--- config.mk ---
export PLATFORM = sky130hd
export DESIGN_NAME = ap3_fifo_reader_flat
export DESIGN_NICKNAME = d
export VERILOG_FILES = /design/src/rtl/ap3_fifo_reader_if.sv /design/src/rtl/ap3_fifo_reader.sv /design/src/flat_wrapper.sv
export SDC_FILE = /design/constraint.sdc
export NUM_CORES = 1
export LEC_CHECK = 0
export CAP_MARGIN = 20
export CORE_ASPECT_RATIO = 0.9
export CORE_MARGIN = 2
export CORE_UTILIZATION = 55
export CTS_CLUSTER_DIAMETER = 120
export CTS_CLUSTER_SIZE = 20
export DETAILED_ROUTE_END_ITERATION = 8
export PLACE_DENSITY = 0.8
export SETUP_SLACK_MARGIN = 0.4
export SLEW_MARGIN = 10
export SYNTH_ARGS = -nofsm -noshare
export SYNTH_HDL_FRONTEND = slang
export SYNTH_SLANG_ARGS = --single-unit
--- constraint.sdc ---
create_clock -name RCLK -period 2.4 [get_ports RCLK]
set_clock_uncertainty 0.1 [all_clocks]
set_input_delay 0.36 -clock RCLK [delete_from_list [all_inputs] [get_ports RCLK]]
set_output_delay 0.36 -clock RCLK [all_outputs]
set_load 0.02 [all_outputs]
--- src/rtl/ap3_fifo_reader_if.sv ---
// rtl/ap3_fifo_reader_if.sv - AP3 FIFO read port, flush control and output stream bundle
interface ap3_fifo_reader_if #(
    parameter int DATA_W = 32
) ();
    logic              EN;
    logic              FLUSH_REQ;
    logic [3:0]        FFLAGS;
    logic [DATA_W-1:0] RDATA;
    logic              REN;
    logic              FFLUSH;
    logic [DATA_W-1:0] M_DATA;
    logic              M_VALID;
    logic              M_READY;
    logic              BUSY;
    logic [15:0]       WORDS;

    modport master (
        input  EN,
        input  FLUSH_REQ,
        input  FFLAGS,
        input  RDATA,
        input  M_READY,
        output REN,
        output FFLUSH,
        output M_DATA,
        output M_VALID,
        output BUSY,
        output WORDS
    );

    modport slave (
        output EN,
        output FLUSH_REQ,
        output FFLAGS,
        output RDATA,
        output M_READY,
        input  REN,
        input  FFLUSH,
        input  M_DATA,
        input  M_VALID,
        input  BUSY,
        input  WORDS
    );
endinterface

--- src/rtl/ap3_fifo_reader.sv ---
// rtl/ap3_fifo_reader.sv - AP3 FIFO-mode read controller with credit-protected skid buffer
module ap3_fifo_reader #(
    parameter int DATA_W     = 32,
    parameter int RD_LATENCY = 1,
    parameter int SKID_DEPTH = 4
) (
    input  logic              RCLK,
    input  logic              RSTN,
    ap3_fifo_reader_if.master bus
);
    localparam int PTR_W = (SKID_DEPTH > 1) ? $clog2(SKID_DEPTH) : 1;
    localparam int CNT_W = $clog2(SKID_DEPTH + 1);
    localparam int INF_W = $clog2(RD_LATENCY + 1);
    localparam int SUM_W = $clog2(SKID_DEPTH + RD_LATENCY + 1);

    typedef enum logic [1:0] {
        IDLE  = 2'd0,
        RUN   = 2'd1,
        FLUSH = 2'd2,
        DRAIN = 2'd3
    } state_t;

    state_t                state_q, state_d;
    logic [RD_LATENCY-1:0] ren_hist_q, ren_hist_d;
    logic [DATA_W-1:0]     skid_mem_q [SKID_DEPTH];
    logic [DATA_W-1:0]     skid_mem_d [SKID_DEPTH];
    logic [PTR_W-1:0]      rd_ptr_q, rd_ptr_d;
    logic [PTR_W-1:0]      wr_ptr_q, wr_ptr_d;
    logic [CNT_W-1:0]      skid_count_q, skid_count_d;
    logic [15:0]           words_q, words_d;
    logic                  fflush_q, fflush_d;

    logic [INF_W-1:0]      inflight;
    logic [SUM_W-1:0]      occupancy;
    logic                  credit_ok;
    logic                  ren;
    logic                  flushing;
    logic                  capture;
    logic                  push;
    logic                  pop;
    logic                  m_valid;
    logic                  unused_flags;

    assign unused_flags = ^bus.FFLAGS[3:1];

    function automatic logic [PTR_W-1:0] ptr_inc(input logic [PTR_W-1:0] p);
        return (p == PTR_W'(SKID_DEPTH - 1)) ? '0 : p + 1'b1;
    endfunction

    always_comb begin
        inflight = '0;
        for (int i = 0; i < RD_LATENCY; i++) begin
            inflight = inflight + INF_W'(ren_hist_q[i]);
        end
    end

    // Reads in flight reserve buffer space, so backpressure can never overflow the skid buffer.
    assign occupancy = SUM_W'(skid_count_q) + SUM_W'(inflight);
    assign credit_ok = occupancy < SUM_W'(SKID_DEPTH);

    assign ren      = (state_q == RUN) && !bus.FFLAGS[0] && credit_ok && !bus.FLUSH_REQ;
    assign flushing = (state_q == FLUSH) || (state_q == DRAIN);
    assign capture  = ren_hist_q[RD_LATENCY-1];
    assign push     = capture && !flushing;
    assign m_valid  = (skid_count_q != '0) && !flushing;
    assign pop      = m_valid && bus.M_READY;

    always_comb begin
        state_d = state_q;
        case (state_q)
            IDLE: begin
                if (bus.FLUSH_REQ) begin
                    state_d = FLUSH;
                end else if (bus.EN) begin
                    state_d = RUN;
                end
            end
            RUN: begin
                if (bus.FLUSH_REQ) begin
                    state_d = FLUSH;
                end else if (!bus.EN) begin
                    state_d = IDLE;
                end
            end
            FLUSH: begin
                state_d = DRAIN;
            end
            DRAIN: begin
                if (inflight == '0) begin
                    state_d = bus.EN ? RUN : IDLE;
                end
            end
            default: begin
                state_d = IDLE;
            end
        endcase
    end

    always_comb begin
        ren_hist_d    = '0;
        ren_hist_d[0] = ren;
        for (int i = 1; i < RD_LATENCY; i++) begin
            ren_hist_d[i] = ren_hist_q[i-1];
        end

        skid_mem_d   = skid_mem_q;
        rd_ptr_d     = rd_ptr_q;
        wr_ptr_d     = wr_ptr_q;
        skid_count_d = skid_count_q;

        if (push) begin
            skid_mem_d[wr_ptr_q] = bus.RDATA;
            wr_ptr_d             = ptr_inc(wr_ptr_q);
        end
        if (pop) begin
            rd_ptr_d = ptr_inc(rd_ptr_q);
        end
        case ({push, pop})
            2'b10:   skid_count_d = skid_count_q + 1'b1;
            2'b01:   skid_count_d = skid_count_q - 1'b1;
            default: skid_count_d = skid_count_q;
        endcase

        // Anything captured during FLUSH/DRAIN was issued before the flush and is dropped.
        if (state_q == FLUSH) begin
            rd_ptr_d     = '0;
            wr_ptr_d     = '0;
            skid_count_d = '0;
        end

        words_d  = words_q + 16'(pop);
        fflush_d = (state_d == FLUSH);
    end

    always_ff @(posedge RCLK or negedge RSTN) begin
        if (!RSTN) begin
            state_q      <= IDLE;
            ren_hist_q   <= '0;
            rd_ptr_q     <= '0;
            wr_ptr_q     <= '0;
            skid_count_q <= '0;
            words_q      <= '0;
            fflush_q     <= 1'b0;
            for (int i = 0; i < SKID_DEPTH; i++) begin
                skid_mem_q[i] <= '0;
            end
        end else begin
            state_q      <= state_d;
            ren_hist_q   <= ren_hist_d;
            rd_ptr_q     <= rd_ptr_d;
            wr_ptr_q     <= wr_ptr_d;
            skid_count_q <= skid_count_d;
            words_q      <= words_d;
            fflush_q     <= fflush_d;
            skid_mem_q   <= skid_mem_d;
        end
    end

    assign bus.REN     = ren;
    assign bus.FFLUSH  = fflush_q;
    assign bus.M_DATA  = skid_mem_q[rd_ptr_q];
    assign bus.M_VALID = m_valid;
    assign bus.WORDS   = words_q;
    assign bus.BUSY    = (state_q != IDLE) || (inflight != '0) || (skid_count_q != '0);

endmodule

--- src/flat_wrapper.sv ---
// flat-port wrapper written by rule: the top's interface ports become plain ports
module ap3_fifo_reader_flat 
#(
    parameter int DATA_W     = 32,
    parameter int RD_LATENCY = 1,
    parameter int SKID_DEPTH = 4
)
  (RCLK, RSTN, bus_EN, bus_FLUSH_REQ, bus_FFLAGS, bus_RDATA, bus_M_READY, bus_REN, bus_FFLUSH, bus_M_DATA, bus_M_VALID, bus_BUSY, bus_WORDS);
  ap3_fifo_reader_if #(.DATA_W(DATA_W)) bus_i ();
  input  logic RCLK;
  input  logic RSTN;
  input wire logic [$bits(bus_i.EN)-1:0] bus_EN;
  input wire logic [$bits(bus_i.FLUSH_REQ)-1:0] bus_FLUSH_REQ;
  input wire logic [$bits(bus_i.FFLAGS)-1:0] bus_FFLAGS;
  input wire logic [$bits(bus_i.RDATA)-1:0] bus_RDATA;
  input wire logic [$bits(bus_i.M_READY)-1:0] bus_M_READY;
  output wire logic [$bits(bus_i.REN)-1:0] bus_REN;
  output wire logic [$bits(bus_i.FFLUSH)-1:0] bus_FFLUSH;
  output wire logic [$bits(bus_i.M_DATA)-1:0] bus_M_DATA;
  output wire logic [$bits(bus_i.M_VALID)-1:0] bus_M_VALID;
  output wire logic [$bits(bus_i.BUSY)-1:0] bus_BUSY;
  output wire logic [$bits(bus_i.WORDS)-1:0] bus_WORDS;
  assign bus_i.EN = bus_EN;
  assign bus_i.FLUSH_REQ = bus_FLUSH_REQ;
  assign bus_i.FFLAGS = bus_FFLAGS;
  assign bus_i.RDATA = bus_RDATA;
  assign bus_i.M_READY = bus_M_READY;
  assign bus_REN = bus_i.REN;
  assign bus_FFLUSH = bus_i.FFLUSH;
  assign bus_M_DATA = bus_i.M_DATA;
  assign bus_M_VALID = bus_i.M_VALID;
  assign bus_BUSY = bus_i.BUSY;
  assign bus_WORDS = bus_i.WORDS;
  ap3_fifo_reader #(.DATA_W(DATA_W), .RD_LATENCY(RD_LATENCY), .SKID_DEPTH(SKID_DEPTH)) u_core (.RCLK(RCLK), .RSTN(RSTN), .bus(bus_i));
endmodule
==> impl_metrics.json <==
{
  "status": "finished clean",
  "fp.dieW_um": 123.7,
  "cp-startpoint": "u_core.rd_ptr_q[0]",
  "grt_pass1_wl_um": 24630,
  "dpl.hpwl_um": 8381,
  "maxSlewViolCount": 0,
  "dp_cells": 685,
  "track_usage_pct": 23.49,
  "io-pin-count": 93,
  "grt_pass1_vias": 4705,
  "synth-main-ff-cell": "dfrtp_1",
  "worstSetupEndpointType": "output port",
  "fin_crit_ps": 2304,
  "slowest_stage": "mux4_2",
  "postRouteAntennaNets": 0,
  "stdcell_count": 745,
  "met2_length_um": 7668,
  "worstHoldPathType": "primary input to async pin",
  "fp.dieArea_um2": 13820,
  "gr-total-overflow": 0,
  "power.density_nw_per_um2": 1203,
  "rows": 39,
  "numPortBuffers": 89,
  "cp_data_arrival_time_ps": 1840,
  "r2r_end": "u_core.skid_count_q[2]",
  "ctsLongestPathBuffers": 2,
  "irDropWorstVdd_mv": 0.6681,
  "synth_warnings": 0,
  "gp_congestion": 0.7704,
  "netlist_area_um2": 7089,
  "finalNetCount": 617,
  "reg2reg_from": "u_core.skid_count_q[2]",
  "antenna_found_initial": 0,
  "synthArstFlopShare_pct": 100.0,
  "worstPathRequired_ps": 1940,
  "path_delay_family": "multiplexers",
  "worst_hold_slack_ps": 396.8,
  "tns_ps": 0,
  "pre_cts_ws_ps": 37.20,
  "diodes": 0,
  "synth_fp_nets": 492,
  "max_freq_ghz": 0.4341,
  "nFillCells": 807,
  "cts_root_buffer": "clkbuf_16",
  "num_vias": 4271,
  "synth.distinct_cells": 39,
  "slew_headroom_pct": 58.82,
  "critPathBufInv": 3,
  "path_cells": "buf_4, buf_16, mux4_2, buf_2",
  "core_um2": 12640,
  "seq_area_frac_synth_pct": 54.71,
  "cts_tree": "done",
  "wl_met3_um": 724,
  "wl_per_cell_um": 20.19,
  "rr_worst_depth": 8,
  "crit_fanout": 5,
  "routed.top_layer": "met4",
  "worst_pin_slew_ps": 617.1,
  "fin_util_pct": 72.66,
  "drcViolationCount": 0,
  "synth-seq-cells": 155,
  "setup_violations": 0,
  "hold_viol": 0,
  "wirelength_um": 15040,
  "start_kind": "flip-flop",
  "dr.pass1.iters": 4,
  "cts.sinks": 155,
  "drive_gt1_share_pct": 50.43,
  "synth_area_per_cell_um2": 16.00,
  "max_stage_delay_ps": 530,
  "h-tree-depth": 4,
  "post-route-period-util_pct": 95.99,
  "maxCapViolCount": 0,
  "via_per_inst": 5.733,
  "grt_max_degree": 60,
  "cts_made_buffers": 17,
  "start_util_pct": 56.09,
  "synthCells": 443,
  "fp.dieH_um": 111.7,
  "setup_slack_ps": 96.22,
  "rsz0062_at_grt": "true",
  "area_delta_synth_final_pct": 29.53,
  "dr.first_iter.drc_count": 266,
  "p_leak_nw": 4.142,
  "path_class": "flip-flop to output port",
  "clk_latency_ps": 420,
  "r2r_setup_slack_ps": 370,
  "met1_length_um": 6519,
  "synth_edf_count": 0,
  "path_clk_slew_ps": 60
}
==> routing by layer <==
layer  up-vias  GRT usage, %
met3         9         4.867
met2       121         36.56
met4         0         7.652
li1       1887             -
met5         -             0
met1      2254         33.36
==> report_power, final <==
part,internal [mW],total [mW],leakage (nW),switching [mW]
registers,3.26,3.71,1.84,0.450
clock network,1.51,2.51,0.286,1.00
logic,2.73,4.83,2.02,2.10
total,7.49,11.0,4.14,3.55
==> how the worst max path moves through the flow <==
stage	endpoint	slack [ps]	cells past startpoint
after floorplan	u_core.bus.WORDS[12]	360	9
after global placement	u_core.bus.WORDS[15]	110	8
after detailed placement	u_core.bus.WORDS[12]	40	9
after CTS	bus_M_DATA[5]	90	5
after global routing	bus_M_DATA[4]	40	5
final	bus_M_DATA[31]	100	4
==> stage by stage <==
| stage | total power, mW | cell area [um2] |
|---|---|---|
| 6_report | 11.05 | 9183 |
| 5_1_grt | 11.58 | 9183 |
| 4_1_cts | 10.74 | 8994 |
| 3_5_place_dp | 7.904 | 8178 |
| 3_3_place_gp | 7.763 | 8178 |
| 2_1_floorplan | 6.228 | 7121 |
==> synth_stat cells (all sizes together) (5+ instances only) <==
library cell	n	area share, %
dfrtp	155	55
mux2	128	22
mux4	32	10
buf	20	2.6
nand3	13	0.99
nand2	12	1.1
xnor2	12	1.5
o21ai	9	0.64
nor2	8	0.65
ha	7	1.2
nor3	7	0.56
xor2	6	0.74
inv	5	0.34
==> sequential cells by signal, indices dropped and copies added, names as in the netlist <==
signal	cells
u_core.state_q	2
u_core.capture	1
u_core.skid_mem_q	128
u_core.skid_count_q	3
u_core.bus.WORDS	16
u_core.bus.FFLUSH	1
u_core.rd_ptr_q	2
u_core.wr_ptr_q	2
==> cell usage in the layout, fill, tap and decap left out, types with 8 or more instances in the layout <==
cell / netlist / final
mux2_2: 97 / 97
o21ai_0: 9 / 8
dfrtp_1: 155 / 149
clkdlybuf4s50_1: 0 / 48
nand3_1: 12 / 12
mux2_4: 31 / 31
clkbuf_16: 0 / 18
xnor2_1: 12 / 12
buf_4: 2 / 26
buf_6: 13 / 32
mux4_2: 32 / 32
==> timing repair <==
action | 4_1_cts | 5_1_grt
endpoints found under the hold margin | 55 | 0
cloned | 3 | 1
buffers inserted | 15 | 8
hold buffers | 1 | 0
setup endpoints to repair | 42 | 49
gates resized for setup | 189 | 42
pin swaps | 4 | 9
==> layout make-up <==
| class | instances | area [um2] | area share [%] |
|---|---|---|---|
| sequential | 155 | 3886 | 42.32 |
| tap | 164 | 205.2 | 2.235 |
| timing repair buffer | 130 | 1401 | 15.26 |
| clock inverter | 6 | 33.78 | 0.3679 |
| multi-input combinational | 259 | 3103 | 33.79 |
| clock buffer | 26 | 529.3 | 5.764 |
| inverter | 5 | 23.77 | 0.2589 |
==> cells by family after synthesis <==
family / count (synthesis) / synth area share (%)
xor+xnor: 18 / 2.224
buf+inv: 29 / 3.177
mux: 161 / 32.28
fa+ha+maj: 8 / 1.518
simple gates: 52 / 4.413
flops: 155 / 54.71
compound gates: 20 / 1.677
==> worst register-to-register path, cell delays in order, from the launching register on <==
cell and delay (ps):
dfrtp_2 470, nor3_4 230, buf_6 150, nor3_4 50, fa_2 380, nor4b_2 270, o21ai_1 110, o31ai_1 80
a31oi_1 60
(Power assumes the default switching activity.)
